--- config.mk ---
export PLATFORM = sky130hd
export DESIGN_NAME = display_scan_ctrl
export DESIGN_NICKNAME = d
export VERILOG_FILES = /design/src/rtl/display_scan_ctrl.sv
export SDC_FILE = /design/constraint.sdc
export NUM_CORES = 1
export LEC_CHECK = 0
export CORE_MARGIN = 3
export CORE_UTILIZATION = 62
export CTS_BUF_LIST = sky130_fd_sc_hd__clkbuf_8
export DETAILED_ROUTE_END_ITERATION = 6
export GPL_TIMING_DRIVEN = 0
export PLACE_DENSITY_LB_ADDON = 0.15
export SETUP_SLACK_MARGIN = 0.1
export SLEW_MARGIN = 20
export SYNTH_ARGS = -nofsm -noshare
export SYNTH_HDL_FRONTEND = slang
export SYNTH_SLANG_ARGS = --single-unit
--- constraint.sdc ---
create_clock -name clk -period 3.75 [get_ports clk]
set_clock_uncertainty 0.2 [all_clocks]
set_input_delay 0.75 -clock clk [delete_from_list [all_inputs] [get_ports clk]]
set_output_delay 0.75 -clock clk [all_outputs]
set_load 0.02 [all_outputs]
--- src/rtl/display_scan_ctrl.sv ---
// Multiplexed seven-segment scan controller with binary display and a
// serial double-dabble binary-to-BCD converter feeding a tear-free display register.
module display_scan_ctrl #(
    parameter int unsigned WIDTH    = 8,
    parameter int unsigned DIGITS   = 8,
    parameter int unsigned PRESCALE = 100000
) (
    input  logic                        clk,
    input  logic                        reset_n,
    input  logic [WIDTH-1:0]            number,
    input  logic                        mode,
    input  logic                        load,
    input  logic                        blank,
    output logic                        busy,
    output logic                        done,
    output logic [DIGITS-1:0]           an,
    output logic [6:0]                  seg,
    output logic [$clog2(DIGITS)-1:0]   digit_idx
);

    localparam int unsigned IDXW = $clog2(DIGITS);
    localparam int unsigned PW   = (PRESCALE > 1) ? $clog2(PRESCALE) : 1;
    localparam int unsigned DW   = 4 * DIGITS;
    localparam int unsigned SW   = $clog2(WIDTH + 1);

    typedef enum logic {IDLE, CONV} state_t;

    state_t          state, state_d;
    logic [WIDTH-1:0] sh, sh_d;
    logic [DW-1:0]   bcd, bcd_d, bcd_adj, bcd_nx;
    logic [SW-1:0]   step, step_d;
    logic [DW-1:0]   disp, disp_d;
    logic            dmode, dmode_d;
    logic            busy_d, done_d;
    logic [PW-1:0]   pcnt;
    logic [DW-1:0]   disp_sh, disp_nib;
    logic [6:0]      seg_c;
    logic [DIGITS-1:0] an_c;

    function automatic logic [6:0] glyph(input logic [3:0] v);
        case (v)
            4'd0:    glyph = 7'h40;
            4'd1:    glyph = 7'h79;
            4'd2:    glyph = 7'h24;
            4'd3:    glyph = 7'h30;
            4'd4:    glyph = 7'h19;
            4'd5:    glyph = 7'h12;
            4'd6:    glyph = 7'h02;
            4'd7:    glyph = 7'h78;
            4'd8:    glyph = 7'h00;
            4'd9:    glyph = 7'h10;
            default: glyph = 7'h7F;
        endcase
    endfunction

    // One double-dabble step: add-3 correction on every nibble, then shift in the next MSB.
    always_comb begin
        bcd_adj = bcd;
        for (int i = 0; i < int'(DIGITS); i++) begin
            if (bcd[4*i +: 4] >= 4'd5) begin
                bcd_adj[4*i +: 4] = bcd[4*i +: 4] + 4'd3;
            end
        end
        bcd_nx = {bcd_adj[DW-2:0], sh[WIDTH-1]};
    end

    always_comb begin
        state_d = state;
        sh_d    = sh;
        bcd_d   = bcd;
        step_d  = step;
        disp_d  = disp;
        dmode_d = dmode;
        busy_d  = busy;
        done_d  = 1'b0;
        case (state)
            IDLE: begin
                if (load) begin
                    if (mode) begin
                        state_d = CONV;
                        sh_d    = number;
                        bcd_d   = '0;
                        step_d  = '0;
                        busy_d  = 1'b1;
                    end else begin
                        disp_d  = DW'(number);
                        dmode_d = 1'b0;
                        done_d  = 1'b1;
                    end
                end
            end
            CONV: begin
                bcd_d  = bcd_nx;
                sh_d   = sh << 1;
                step_d = step + SW'(1);
                // Last step commits straight from the combinational result.
                if (step == SW'(WIDTH - 1)) begin
                    state_d = IDLE;
                    busy_d  = 1'b0;
                    done_d  = 1'b1;
                    disp_d  = bcd_nx;
                    dmode_d = 1'b1;
                end
            end
            default: state_d = IDLE;
        endcase
    end

    always_ff @(posedge clk or negedge reset_n) begin
        if (!reset_n) begin
            state <= IDLE;
            sh    <= '0;
            bcd   <= '0;
            step  <= '0;
            disp  <= '0;
            dmode <= 1'b0;
            busy  <= 1'b0;
            done  <= 1'b0;
        end else begin
            state <= state_d;
            sh    <= sh_d;
            bcd   <= bcd_d;
            step  <= step_d;
            disp  <= disp_d;
            dmode <= dmode_d;
            busy  <= busy_d;
            done  <= done_d;
        end
    end

    // Glyph selection for the digit currently addressed.
    always_comb begin
        disp_sh  = disp >> digit_idx;
        disp_nib = disp >> {digit_idx, 2'b00};
        an_c     = ~(DIGITS'(1) << digit_idx);
        if (!dmode) begin
            if (32'(digit_idx) < WIDTH) begin
                seg_c = disp_sh[0] ? 7'h79 : 7'h40;
            end else begin
                seg_c = 7'h7F;
            end
        end else if ((digit_idx != '0) && (disp_nib[DW-1:4] == '0) && (disp_nib[3:0] == 4'd0)) begin
            seg_c = 7'h7F;
        end else begin
            seg_c = glyph(disp_nib[3:0]);
        end
    end

    always_ff @(posedge clk or negedge reset_n) begin
        if (!reset_n) begin
            pcnt      <= '0;
            digit_idx <= '0;
            an        <= '1;
            seg       <= 7'h7F;
        end else begin
            if (pcnt == PW'(PRESCALE - 1)) begin
                pcnt      <= '0;
                digit_idx <= (digit_idx == IDXW'(DIGITS - 1)) ? '0 : digit_idx + IDXW'(1);
            end else begin
                pcnt <= pcnt + PW'(1);
            end
            an  <= blank ? '1 : an_c;
            seg <= seg_c;
        end
    end

endmodule

; Yosys cells after proc, flatten, opt, wreduce, memory -nomap -nowiden
; Memory sizes are Yosys's and may differ from the RTL's.
; Index checks and enable logic that the tools add are counted.
[classes]
addsub = 11
order_cmp = 8
eq_ne = 7
shift = 3
n_mux = 43
n_bitwise = 2
reduce_logical = 8
[op_table]
columns = cell, n
row1 = 2-to-1 mux 32 bit, 5
row2 = case mux 32 bit (2 select lines), 2
row3 = 2-to-1 mux 4 bit, 9
row4 = "greater-or-equal comparator 4 x 3 -> 1 bit, second input constant", 8
row5 = right shift 32 x 3 -> 1 bit, 1
row6 = right shift 32 x 5 -> 32 bit, 1
row7 = "adder 4 x 2 -> 4 bit, second input constant", 7
row8 = zero test 28 bit, 1
row9 = 2-to-1 mux 8 bit, 3
row10 = "adder 17 x 1 -> 17 bit, second input constant", 1
row11 = "== test 17 bit, second input constant", 1
row12 = 2-to-1 mux 17 bit, 1
row13 = case mux 8 bit (2 select lines), 1
row14 = 2-to-1 mux 7 bit, 2
row15 = 2-to-1 mux 1 bit, 12
row16 = inverter 8 bit, 1
row17 = case mux 1 bit (2 select lines), 4
row18 = case mux 4 bit (2 select lines), 1
row19 = "<< shifter 1 x 3 -> 8 bit, first input constant", 1
row20 = 2-to-1 mux 3 bit, 2
row21 = 2-to-1 mux 6 bit, 1
row22 = "inequality test 2 bit, second input constant", 3
row23 = AND reduction 3 bit, 2
row24 = "adder 4 x 1 -> 4 bit, second input constant", 1
row25 = 10 further kinds, 11
[word_totals]
reg_bits = 115
rom_bits = 112
out_inout_bits = 20
n_memories = 1
[memory_table]
columns = name, depth, width, rd, rd_clocked_by_memory_dff, wr, line_no
row1 = (name not given), 16, 7, 1, 0, 0, 41  ; case (v)

; Longest topological paths before layout
[depth]
word_depth = 6
depth_mapped = 10

; Worst setup path after synthesis
; No wires, ideal clock.
[synth_path]
path_type = reg2reg
startpoint = register digit_idx[1]
endpoint = register seg[5]
arrival_time_ns = 2.519
required_time_ns = 3.473
slack_ns = 0.954
path_stages_with_launch = 10
n_path_buf = 2
period_less_slack_ns = 2.796
path_cell_list = dfrtp_1 -> buf_6 -> clkbuf_1 -> mux4_2 -> mux2i_1 -> ha_1 -> o21ai_0 -> a211oi_1 -> nand4_2 -> a31oi_1
[synth_via]
elab_chain_cells = 6
[synth_lines]
columns = element, line_no
row1 = from (decl), 18  ; output logic [$clog2(DIGITS)-1:0] digit_idx
row2 = from (signal assigned), 158  ; digit_idx <= (digit_idx == IDXW'(DIGITS - 1)) ? '0 : digit_idx + IDXW'(1);
row3 = branches (longest 5 deep; another with memory (16 x 7 bit)), -
row4 = 2-to-1 mux 7 bit (*), 136  ; if (!dmode) begin
row5 = net seg_c[5], 37  ; logic [6:0] seg_c;
row6 = to (signal assigned), 163  ; seg <= seg_c;
row7 = to (decl), 17  ; output logic [6:0] seg,
; Mark *: on every way through the listed nets, which the timed path passes.
; A chain may end at the register's enable or synchronous reset.

; Final worst setup path
[layout_path]
startpoint = register digit_idx[1]
endpoint = register seg[4]
; Same word-level chain as after synthesis.

==> results.py <==
metrics = {
    "sta": {
        "maxSlewHeadroom_pct": 47.11,
        "max_freq_mhz": 311.6,
        "worst_pin_slew_ns": 0.7896,
        "finalMaxSlewViolations": 0,
        "post-route-period-util_pct": 85.58,
        "period_needed_ns": 3.209,
        "rsz0062_at_grt": "false",
        "setup_tns_ns": 0,
        "holdWs_ns": 0.07803,
        "hold_violations": 0,
        "setup_viol": 0,
    },
    "clock_tree": {
        "post_cts_buffers": 0,
        "worstSkewPairLatency_ns": 0.45,
        "cts_root_buffer": "clkbuf_8",
        "cts.sinks": 115,
        "htree_levels": 4,
        "cts_tree": "done",
        "clockBufferDepth": 2,
        "cts_resized": 0,
        "holdBufCountCts": 0,
        "clk_pin_slew_worst_paths_ns": 0.07,
        "cts_buffers": 17,
    },
    "synthesis": {
        "synthesis.nets": 657,
        "yosysTopAreaCellShare_pct": 42.25,
        "ys_types": 45,
        "yosysWarningCount": 0,
        "ys_seq_elements": 115,
        "netlist_instances": 615,
        "syn-cell-area_sq_um": 5923,
        "postSynthAreaPerCell_sq_um": 9.631,
        "synth_top_cells_by_area": "dfrtp_1 (42%), nand2_1 (9.6%), dfstp_2 (6.7%)",
        "synthFlopType": "dfrtp_1",
        "async_reset_ff_share_pct": 100.0,
        "yosys.area.top_type": "dfrtp_1",
        "seq_area_frac_synth_pct": 48.90,
        "synth_edf_count": 0,
    },
    "placement": {
        "gp_routability_congestion": 0.9217,
        "dp_cells": 777,
        "hpwl_microns": 9412,
        "port_buffers": 32,
    },
    "finish": {
        "final_cells": 809,
        "fin_nets": 709,
        "layout_commonest_cell": "nand2_1",
        "final_cell_mix": "nand2_1 (152), dfrtp_1 (100), o21ai_0 (67)",
        "areaGrowthSynthToFinish_pct": 16.50,
        "drive_above_1_share_pct": 9.706,
        "num_antenna_cells": 0,
        "fill_cells": 675,
    },
    "floorplanning": {
        "dieWidth_microns": 103.7,
        "die_area_sq_um": 10760,
        "ios": 33,
        "core-area_sq_um": 9284,
        "fp.dieH_microns": 103.7,
        "rows": 35,
        "initial_core_util_pct": 63.80,
    },
    "power": {
        "ir_worst_vdd_mv": 0.5685,
        "finalPower_w": 0.005394,
        "p_leak_nw": 3.230,
        "powerDensity_nw_per_um2": 781.7,
    },
    "drt": {
        "vias": 4686,
        "drt_iter0_drc": 286,
        "drt-total-wl_microns": 13290,
        "dr.pass1.iters": 5,
        "drc": 0,
        "drtAntennaViolNets": 0,
        "viasPerCell": 5.792,
        "detail_route.wl_per_cell_microns": 16.43,
    },
    "setup_path": {
        "crit_type": "reg2reg",
        "crit_required_ns": 3.91,
        "crit_path_end_kind": "register",
        "crit_fanout": 10,
        "crit_arrival_ns": 3.37,
        "critPathLaunchType": "register",
    },
    "global_route": {
        "grt_first_pass_wirelength_microns": 22140,
        "grt_max_degree": 60,
        "grt.total_usage_pct": 25.84,
        "grt_pass1_vias": 4577,
        "overflow": 0,
        "antenna_found_initial": 0,
    },
    "flow_run": {
        "drv_cap": 0,
    },
    "status": {
        "outcome": "finished, final reports clean",
    },
    "hold_path": {
        "hp-class": "in2async",
    },
}
==> worst paths after layout <==
path | start | end | slack (ns) | cells after the start
max in group asynchronous | reset_n | seg[2]$_DFF_PN1_ | 2.62 | 2
min in group clk | sh[0]$_DFFE_PN0P_ | sh[1]$_DFFE_PN0P_ | 0.30 | 2
setup / recovery | digit_idx[1]$_DFFE_PN0N_ | seg[4]$_DFF_PN1_ | 0.54 | 9
hold / removal | reset_n | pcnt[8]$_DFF_PN0_ | 0.08 | 1
hold reg to reg | sh[0]$_DFFE_PN0P_ | sh[1]$_DFFE_PN0P_ | 0.30 | 2
setup reg to reg | digit_idx[1]$_DFFE_PN0N_ | seg[4]$_DFF_PN1_ | 0.54 | 9
==> registers in the layout, indices dropped and copies added (netlist names) <==
| register | count |
|---|---|
| state | 1 |
| done | 1 |
| busy | 1 |
| dmode | 1 |
| digit_idx | 3 |
| step | 4 |
| disp | 32 |
| an | 8 |
| pcnt | 17 |
| seg | 7 |
| sh | 8 |
| bcd | 32 |
==> cell type report <==
cell class	instances	area (sq um)	area share, %
buffer	26	125.1	1.813
sequential	115	2897	41.98
clock inverter	15	232.7	3.373
timing repair buffer	33	349.1	5.059
inverter	27	101.3	1.469
clock buffer	17	234.0	3.391
tap	129	161.4	2.339
multi-input combinational	447	2800	40.58
==> Yosys cell counts (all sizes together), types with 2 or more instances <==
library cell	number
nor2b	4
xor2	16
nor4	7
clkinv	2
a21boi	2
xnor2	16
o21ai	69
mux2	2
nand2b	10
clkbuf	20
and2	2
a22o	6
a31oi	6
a21o	8
nand4	5
and3	3
mux4	10
mux2i	15
a211oi	4
and4	3
or3	5
a21oi	16
dfrtp	100
ha	29
buf	6
nand2	152
or4b	2
nand3	17
nor2	31
nor3	2
dfstp	15
inv	25
==> stage by stage <==
stage	utilization, %	setup WS (ns)	instance area, sq um
floorplan	-	0.9542	5923
global placement	68.99	-2.461	6405
detailed placement	69.30	0.6068	6434
CTS	74.33	0.5788	6900
global route	74.33	0.3084	6900
finish	74.33	0.5408	6900
==> kinds of logic (layout without fill, tap and decap cells) <==
group	Yosys count	in the layout	share of synthesized area, %
AOI/OAI and AO/OA	115	115	11.17
xor gates and xnor gates	32	32	4.732
and+or+nand+nor	244	244	18.06
muxes	27	27	7.182
buffers and inverters	53	118	3.823
DFF	115	115	48.90
adders and majority gates	29	29	6.126
==> report_power, final <==
| group | leakage [nW] | internal, W | switching, W | total (W) |
|---|---|---|---|---|
| Sequential | 1.45 | 0.00165 | 0.000373 | 0.00203 |
| Combinational | 1.55 | 0.000829 | 0.00119 | 0.00202 |
| Clock | 0.224 | 0.000797 | 0.000553 | 0.00135 |
| Total | 3.23 | 0.00328 | 0.00211 | 0.00539 |
==> critical path, cell delays in order, from the launching register on <==
cell and delay [ns]:
dfrtp_1 0.44, buf_6 0.18, clkbuf_1 0.40, mux4_2 0.39
mux2i_1 0.44, ha_1 0.25, o21ai_0 0.09, a211oi_1 0.28
nand4_2 0.23, a31oi_1 0.23
==> layer usage <==
metal / global-route usage (%) / wire length, microns / up-vias
met4: 7.407 / 216 / 0
met1: 31.97 / 5663 / 2309
met5: 0 / 0 / -
li1: - / - / 2207
met2: 45.14 / 6778 / 143
met3: 6.542 / 632 / 27
Power figures use the tool's default switching activity.
